===== src/rtl/display_scan_ctrl.sv =====
`default_nettype none
// ============================================================================
//  Module   : display_scan_ctrl
//  Purpose  : Multiplexed 7-segment scan controller with per-slot blanking,
//             PWM-gated digit enables and slewed brightness level.
//  Revision : 1.0  initial release
// ============================================================================
module display_scan_ctrl #(
    parameter int NUM_DIGITS  = 6,
    parameter int DIGIT_TICKS = 4000,
    parameter int BLANK_TICKS = 200,
    parameter int FADE_FRAMES = 8,
    parameter int LEVEL_MAX   = 4,
    parameter int RESET_LEVEL = 2
) (
    input  logic                  clk,
    input  logic                  reset,
    input  logic                  enable,
    input  logic [2:0]            target_level,
    input  logic                  level_load,
    input  logic                  pwm_on,
    output logic [2:0]            brightness,
    output logic [NUM_DIGITS-1:0] digit_en,
    output logic [2:0]            digit_idx,
    output logic                  frame_start,
    output logic                  fading
);

    localparam int c_tick_w = $clog2(DIGIT_TICKS);
    localparam int c_fade_w = (FADE_FRAMES > 1) ? $clog2(FADE_FRAMES) : 1;

    typedef enum logic [1:0] {
        IDLE  = 2'd0,
        BLANK = 2'd1,
        DRIVE = 2'd2
    } state_t;

    state_t                state_q, state_d;
    logic [c_tick_w-1:0]   tick_cnt_q, tick_cnt_d;
    logic [2:0]            digit_idx_q, digit_idx_d;
    logic                  frame_start_q, frame_start_d;
    logic [c_fade_w-1:0]   fade_cnt_q, fade_cnt_d;
    logic [2:0]            brightness_q, brightness_d;
    logic [2:0]            w_tgt;

    // Clamp the requested level; shared by load, fade stepping and fading flag.
    always_comb begin
        w_tgt = (target_level > 3'(LEVEL_MAX)) ? 3'(LEVEL_MAX) : target_level;
    end

    // Scan sequencer: slot timing, digit rotation and frame marker.
    always_comb begin
        state_d       = state_q;
        tick_cnt_d    = tick_cnt_q;
        digit_idx_d   = digit_idx_q;
        frame_start_d = 1'b0;
        if (!enable) begin
            // Disabling aborts any slot; restart always begins at digit 0.
            state_d     = IDLE;
            tick_cnt_d  = '0;
            digit_idx_d = '0;
        end else begin
            case (state_q)
                IDLE: begin
                    state_d       = BLANK;
                    tick_cnt_d    = '0;
                    digit_idx_d   = '0;
                    frame_start_d = 1'b1;
                end
                BLANK: begin
                    tick_cnt_d = tick_cnt_q + 1'b1;
                    if (tick_cnt_q == c_tick_w'(BLANK_TICKS - 1)) begin
                        state_d = DRIVE;
                    end
                end
                DRIVE: begin
                    if (tick_cnt_q == c_tick_w'(DIGIT_TICKS - 1)) begin
                        state_d    = BLANK;
                        tick_cnt_d = '0;
                        if (digit_idx_q == 3'(NUM_DIGITS - 1)) begin
                            digit_idx_d   = '0;
                            frame_start_d = 1'b1;
                        end else begin
                            digit_idx_d = digit_idx_q + 1'b1;
                        end
                    end else begin
                        tick_cnt_d = tick_cnt_q + 1'b1;
                    end
                end
                default: begin
                    state_d     = IDLE;
                    tick_cnt_d  = '0;
                    digit_idx_d = '0;
                end
            endcase
        end
    end

    // Brightness slew: one step per FADE_FRAMES frames, load jumps immediately.
    always_comb begin
        brightness_d = brightness_q;
        fade_cnt_d   = fade_cnt_q;
        if (level_load) begin
            brightness_d = w_tgt;
            fade_cnt_d   = '0;
        end else if (brightness_q == w_tgt) begin
            fade_cnt_d = '0;
        end else if (frame_start_q) begin
            if (fade_cnt_q == c_fade_w'(FADE_FRAMES - 1)) begin
                fade_cnt_d   = '0;
                // Direction re-evaluated every step so a retarget never overshoots.
                brightness_d = (brightness_q > w_tgt) ? brightness_q - 1'b1
                                                      : brightness_q + 1'b1;
            end else begin
                fade_cnt_d = fade_cnt_q + 1'b1;
            end
        end
    end

    // State registers with synchronous reset.
    always_ff @(posedge clk) begin
        if (reset) begin
            state_q       <= IDLE;
            tick_cnt_q    <= '0;
            digit_idx_q   <= '0;
            frame_start_q <= 1'b0;
            fade_cnt_q    <= '0;
            brightness_q  <= 3'(RESET_LEVEL);
        end else begin
            state_q       <= state_d;
            tick_cnt_q    <= tick_cnt_d;
            digit_idx_q   <= digit_idx_d;
            frame_start_q <= frame_start_d;
            fade_cnt_q    <= fade_cnt_d;
            brightness_q  <= brightness_d;
        end
    end

    // Digit commons only light during DRIVE and only while the PWM is on.
    always_comb begin
        digit_en = '0;
        if (state_q == DRIVE && pwm_on) begin
            digit_en = NUM_DIGITS'(1) << digit_idx_q;
        end
    end

    assign brightness  = brightness_q;
    assign digit_idx   = digit_idx_q;
    assign frame_start = frame_start_q;
    assign fading      = (brightness_q != w_tgt);

endmodule
`default_nettype wire

===== config.mk =====
export PLATFORM = sky130hd
export DESIGN_NAME = display_scan_ctrl
export DESIGN_NICKNAME = d
export VERILOG_FILES = /design/src/rtl/display_scan_ctrl.sv
export SDC_FILE = /design/constraint.sdc
export NUM_CORES = 1
export LEC_CHECK = 0
export CAP_MARGIN = 10
export CORE_MARGIN = 2
export CORE_UTILIZATION = 30
export CTS_CLUSTER_SIZE = 14
export DETAILED_ROUTE_END_ITERATION = 10
export PLACE_DENSITY = 0.49
export SYNTH_ARGS = -nofsm -noshare
export SYNTH_HDL_FRONTEND = slang
export SYNTH_SLANG_ARGS = --single-unit

===== constraint.sdc =====
create_clock -name clk -period 2.6 [get_ports clk]
set_input_delay 0.52 -clock clk [delete_from_list [all_inputs] [get_ports clk]]
set_output_delay 0.52 -clock clk [all_outputs]
set_load 0.02 [all_outputs]

Yosys cells after proc, flatten, opt, wreduce, memory -nomap -nowiden
Cells that the tools add are included.
{"block": "word_totals", "reg_bits": 24, "in_bits": 8, "output_inout_bits": 14, "wordCells": 55}
{"block": "classes", "n_addsub": 5, "magnitude_cmp": 2, "n_eq_ne": 11, "shifts": 1, "n_mux": 19, "bitwise_logic": 2, "reduce_logical": 9}
{"operator": "$mux W3", "n": 9}
{"operator": "$pmux W12 S2", "n": 1}
{"operator": "$add A12 B1 Y12 const B", "n": 1}
{"operator": "$eq A12 B12 Y1 const B", "n": 1}
{"operator": "$eq A12 B8 Y1 const B", "n": 1}
{"operator": "$mux W12", "n": 1}
{"operator": "$add A3 B1 Y3 const B", "n": 3}
{"operator": "$eq A3 B3 Y1 const B", "n": 2}
{"operator": "$mux W6", "n": 1}
{"operator": "$ne A2 B2 Y1 const B", "n": 3}
{"operator": "$pmux W2 S3", "n": 1}
{"operator": "$pmux W3 S2", "n": 1}
{"operator": "$shl A1 B3 Y6 const A", "n": 1}
{"operator": "$mux W2", "n": 2}
{"operator": "$reduce_and A2 Y1", "n": 2}
{"operator": "$reduce_bool A2 Y1", "n": 2}
{"operator": "$eq A3 B3 Y1", "n": 1}
{"operator": "$gt A3 B3 Y1", "n": 1}
{"operator": "$gt A3 B3 Y1 const B", "n": 1}
{"operator": "$ne A3 B3 Y1", "n": 1}
{"operator": "$reduce_and A3 Y1", "n": 1}
{"operator": "$reduce_or A3 Y1", "n": 1}
{"operator": "$sub A3 B1 Y3 const B", "n": 1}
{"operator": "$eq A2 B1 Y1 const B", "n": 1}
{"operator": "other kinds (7)", "n": 9}

Depth between registers and ports, before layout
{"block": "logic_depth", "ltp_word": 8, "mapped_depth": 11, "ltp_nobuf": 11}

Worst setup path before layout
No wires, ideal clock.
{"block": "synth_path", "path_type": "input-to-reg", "start": "input port target_level[2]", "end": "register brightness_q[2] (netlist: brightness[2])", "setup_ns": 0.086, "arrival_time_ns": 2.139, "t_required_ns": 2.514, "setup_slack_ns": 0.376, "path_stages": 10, "path_buffers": 0, "cell_sequence": "inv_1 -> nand2_1 -> ha_1 -> nand3_1 -> nand2_1 -> fa_1 -> inv_1 -> a21oi_1 -> o2111a_1 -> a211oi_1"}
{"block": "synth_via", "elab_chain_len": 8, "word_cells_on_any_way": 11}
{"item": "start, declared", "line_no": "19", "rtl": "input logic [2:0] target_level,"}
{"item": "$gt A3 B3 Y1", "line_no": "48", "rtl": "w_tgt = (target_level > 3'(LEVEL_MAX)) ? 3'(LEVEL_MAX) : target_level;"}
{"item": "$mux W3 (*)", "line_no": "48"}
{"item": "$gt A3 B3 Y1", "line_no": "112", "rtl": "brightness_d = (brightness_q > w_tgt) ? brightness_q - 1'b1"}
{"item": "$mux W3", "line_no": "112"}
{"item": "$mux W3", "line_no": "109", "rtl": "if (fade_cnt_q == c_fade_w'(FADE_FRAMES - 1)) begin"}
{"item": "$mux W3", "line_no": "108", "rtl": "end else if (frame_start_q) begin"}
{"item": "$mux W3", "line_no": "106", "rtl": "end else if (brightness_q == w_tgt) begin"}
{"item": "$mux W3", "line_no": "103", "rtl": "if (level_load) begin"}
{"item": "end signal, assigned", "line_no": "128", "rtl": "brightness_q <= 3'(RESET_LEVEL);"}
{"item": "end signal, assigned", "line_no": "135", "rtl": "brightness_q <= brightness_d;"}
{"item": "end, declared", "line_no": "43", "rtl": "logic [2:0] brightness_q, brightness_d;"}
Every way passes the cells marked *; elsewhere a longest branch is shown, timed or not. The select of a mux whose other input is x is not followed.
A chain may end at the register's enable or synchronous reset.

Final worst setup path
{"block": "layout_path", "start": "input port pwm_on", "end": "output port digit_en[4]"}
{"block": "layout_via", "elab_chain_len": 2}
{"item": "start, declared", "line_no": "21", "rtl": "input logic pwm_on,"}
{"item": "$logic_and A1 B1 Y1", "line_no": "142", "rtl": "if (state_q == DRIVE && pwm_on) begin"}
{"item": "$mux W6", "line_no": "142"}
{"item": "end, declared", "line_no": "23", "rtl": "output logic [NUM_DIGITS-1:0] digit_en,"}
No other way between the ends.

==> metrics.md <==
| Metric | Value |
|---|---|
| Outcome | complete, no violations |
| Fillcell total | between 400 and 500 |
| PortBufs | 21 |
| Final worst setup slack | between 0.09 and 0.1 ns |
| Die Width | 71.18 um |
| Syn avg cell area | ~8.6 um2 |
| Adder-Cell Fraction of Synth Area | 0.1165 |
| Startpoint types | input port |
| Critical Setup Path Class | in -> out |
| Post-DP HPWL | 2.291 mm |
| Req. time, crit path | 2.08 ns |
| Reg2reg path depth | 9 |
| Vias per std cell | 4.950 |
| Max-cap violation count | 0 |
| Fin nets | between 200 and 250 |
| Clock Latency Late Sink | between 0.2 and 0.3 ns |
| Clock sink count | 24 |
| Combinational Power Share | 0.138 |
| Setup TNS | 0 ns |
| Antenna-violating nets left | 0 |
| Synthesized Nets | roughly 180 |
| Largest family of logic cells by synthesized area | simple AND/OR/NAND/NOR gates |
| Power per cell area | ~420 nW/um2 |
| DRC viols | 0 |
| CTS max path bufs | 2 |
| Die ar. | slightly above 5000 um2 |
| Period utilization | 0.9635 |
| CTS H-tree depth | 1 |
| CTS hold repair buffers | 0 |
| WHS Endpoint | tick_cnt_q[0] |
| # setup viols final | 0 |
| CTS tree | done |
| Clock share of power | 0.346 |
| Pre-Repair DR Iteration Count | 4 |
| TritonCTS Buffers | 3 |
| Clock Pin Slew Worst Setup and Hold Paths | around 0.090 ns |
| Maximum vdd ir drop | between 0.15 and 0.2 mV |
| Worst r2r src | brightness[0] |
| Vias in the first global route | 1171 |
| ANT cells | 0 |
| Layout cells sized above 1 | 0.08556 |
| Synth cell types | 41 |
| Io pins | 22 |
| P_int | around 0.56 mW |
| Worst-margin pin slew | a little under 0.5 ns |
| Row cnt | 24 |
| Crit path from | pwm_on |
| Seq cells post-synth | 24 |
| Total GRT Usage | 0.1257 |
| Final Skew | roughly 0.0067 ns |
| First DRT Iteration DRCs | 76 |
| RSZ-0062 raised after global routing | no |
| Worst hold start | tick_cnt_q[0] |
| Hold path cells | 1 |
| Area share of xor/xnor cells in the synthesized design | 0.06470 |
| Initial Utilization | 0.3109 |
| Fmax | ~400 MHz |
| Leakage | between 0.6 and 0.7 nW |
| Synth Area in Compound Gates | 0.09889 |
| Register share of total power | 0.516 |
| Initial antenna violation count | 0 |
| Sw power | 0.1759 mW |
| RR Endpoint | brightness[2] |
| Placer Congestion | 0.8208 |
| CP endpoint kind | primary output |
| Crit path time final | 2.505 ns |
| First-pass GRT wire length | about 5.2 mm |
| CTS Root Cell | clkbuf_8 |
| Final Hold Fails | 0 |
| Syn. warnings | 0 |
| Die Ht | 71.18 um |
| HP Class | reg -> reg |
| Total routed wirelength | slightly below 3 mm |
| Sequential fraction of the synthesis area | 0.3549 |
| Simple-Gate Fraction of Synth Area | 0.2782 |
| Core ar. | 4354 um2 |
| Final Max Slew Viols | 0 |
| Largest net degree at the start of global routing | 14 |
| CP Max Fanout | 5 |
| Place WS | -0.1046 ns |
| Synth Instances | approximately 160 |
| Max-slew headroom | 0.6710 |
| Total grt overflow | 0 |
| Mux cell area share after synthesis | 0.04436 |
| R2r setup slk | ~0.61 ns |
| Switching share of power | 0.2390 |
| Routed WL per cell | about 12 um |
| Vias | around 1200 |
| CP arrival | 1.99 ns |
| Area growth, synth to finish | 28.00% |
| Post-Synthesis Cell Area | around 1400 um2 |
## registers in the layout, indices dropped and copies added (netlist names)
signal	flops
brightness	3
digit_idx	3
tick_cnt_q	12
frame_start	1
fade_cnt_q	3
state_q	2
## worst max-delay path by stage
stage / to / cells past startpoint
3_5_place_dp: fading / 5
3_3_place_gp: fading / 5
6_report: digit_en[4] / 4
4_1_cts: digit_en[2] / 4
2_1_floorplan: brightness[2] / 10
5_1_grt: digit_en[4] / 4
## power by group through the flow
stage / Sequential, mW / Combinational [mW] / Clock, mW
floorplan: 0.392 / 0.0510 / 0
global placement: 0.388 / 0.102 / 0
detailed placement: 0.389 / 0.103 / 0
CTS: 0.380 / 0.103 / 0.266
global route: 0.382 / 0.112 / 0.281
finish: 0.380 / 0.101 / 0.255
## cell usage after synthesis
library cell | instances | area (um2)
nor4_1 | 7 | 43.79
nor2_1 | 23 | 86.33
a21oi_1 | 4 | 20.02
nand4b_1 | 1 | 8.760
o21ai_0 | 1 | 5.000
o21a_1 | 1 | 7.510
a31oi_1 | 2 | 12.51
nand3_1 | 3 | 15.01
o211ai_1 | 1 | 7.510
or3_1 | 2 | 12.51
clkbuf_1 | 1 | 3.750
nand2b_1 | 1 | 6.260
nor2_2 | 1 | 6.260
o32ai_1 | 2 | 17.52
and4_1 | 1 | 8.760
a211o_1 | 1 | 8.760
fa_1 | 1 | 20.02
nor4b_1 | 1 | 8.760
ha_1 | 11 | 137.6
buf_6 | 1 | 11.26
dfxtp_1 | 24 | 480.5
or3b_1 | 1 | 8.760
o31a_1 | 1 | 8.760
xnor2_1 | 7 | 61.31
mux2i_1 | 6 | 60.06
nand2_1 | 14 | 52.55
nor3_1 | 6 | 30.03
and3b_1 | 1 | 8.760
nand4_1 | 3 | 18.77
nand3b_1 | 1 | 7.510
or4b_2 | 1 | 10.01
o211ai_2 | 1 | 12.51
xor2_1 | 3 | 26.28
nor2b_1 | 3 | 18.77
buf_2 | 1 | 5.000
inv_1 | 10 | 37.54
and3_1 | 3 | 18.77
a21o_1 | 1 | 7.510
a211oi_1 | 2 | 15.01
and2_1 | 1 | 6.260
o2111a_1 | 1 | 11.26
## what timing repair did
item / in CTS / in global routing
buffers inserted: 0 / 0
setup endpoints to repair: 1 / 3
hold endpoints to repair: 0 / 0
gates resized for setup: 1 / 3
gates cloned: 0 / 0
## final cells by class
type / instances / area, um2 / area share
timing repair buffer: 29 / 274.0 / 0.1581
multi-input combinational: 120 / 820.8 / 0.4736
sequential: 24 / 480.5 / 0.2773
inverter: 10 / 37.54 / 0.02166
tap: 52 / 65.06 / 0.03755
clock buffer: 4 / 55.05 / 0.03177
## per-stage QoR
step | power, mW | instances | hold WS, ns | utilization | cell area (um2)
global placement | 0.4905 | 235 | 0.4365 | 0.3833 | 1669
global route | 0.7746 | 239 | 0.4922 | 0.3980 | 1733
CTS | 0.7484 | 239 | 0.4564 | 0.3957 | 1723
floorplan | 0.4434 | 157 | 0.4175 | - | 1354
finish | 0.7360 | 239 | 0.4516 | 0.3980 | 1733
detailed placement | 0.4920 | 235 | 0.4417 | 0.3833 | 1669
## worst max-delay path: stages
cell	delay (ns)
clkdlybuf4s50_1	0.47
nand2_1	0.12
nor4_1	0.21
clkdlybuf4s50_1	0.66
## cell families after synthesis
| family | Yosys count |
|---|---|
| XOR/XNOR | 10 |
| AO/OA/AOI/OAI | 18 |
| multiplexers | 6 |
| flip-flops | 24 |
| adder cells (fa/ha/maj) | 12 |
| AND/OR/NAND/NOR | 74 |
| buffers and inverters | 13 |
## layer usage
| metal | track usage | vias up | wire length, um |
|---|---|---|---|
| li1 | - | 617 | - |
| met2 | 0.1944 | 20 | 1298 |
| met4 | 0.05660 | 0 | 34 |
| met1 | 0.1686 | 542 | 1518 |
| met3 | 0.02564 | 4 | 98 |
| met5 | 0 | - | 0 |
## cells in the final DEF (no fill, tap or decap), types with 2 or more instances in the layout
| cell type | count |
|---|---|
| inv_1 | 10 |
| xor2_1 | 3 |
| clkbuf_8 | 4 |
| or3_1 | 2 |
| buf_4 | 8 |
| nor2_1 | 23 |
| nor2b_1 | 3 |
| nand2_1 | 14 |
| nand4_1 | 3 |
| mux2i_1 | 6 |
| a21oi_1 | 4 |
| o32ai_1 | 2 |
| xnor2_1 | 7 |
| a31oi_1 | 2 |
| nor3_1 | 5 |
| and3_1 | 3 |
| a211oi_1 | 2 |
| clkdlybuf4s50_1 | 18 |
| nand3_1 | 3 |
| dfxtp_1 | 24 |
| ha_1 | 11 |
| dlymetal6s2s_1 | 2 |
| nor4_1 | 7 |
No activity file was read; power rests on OpenSTA's default activity.
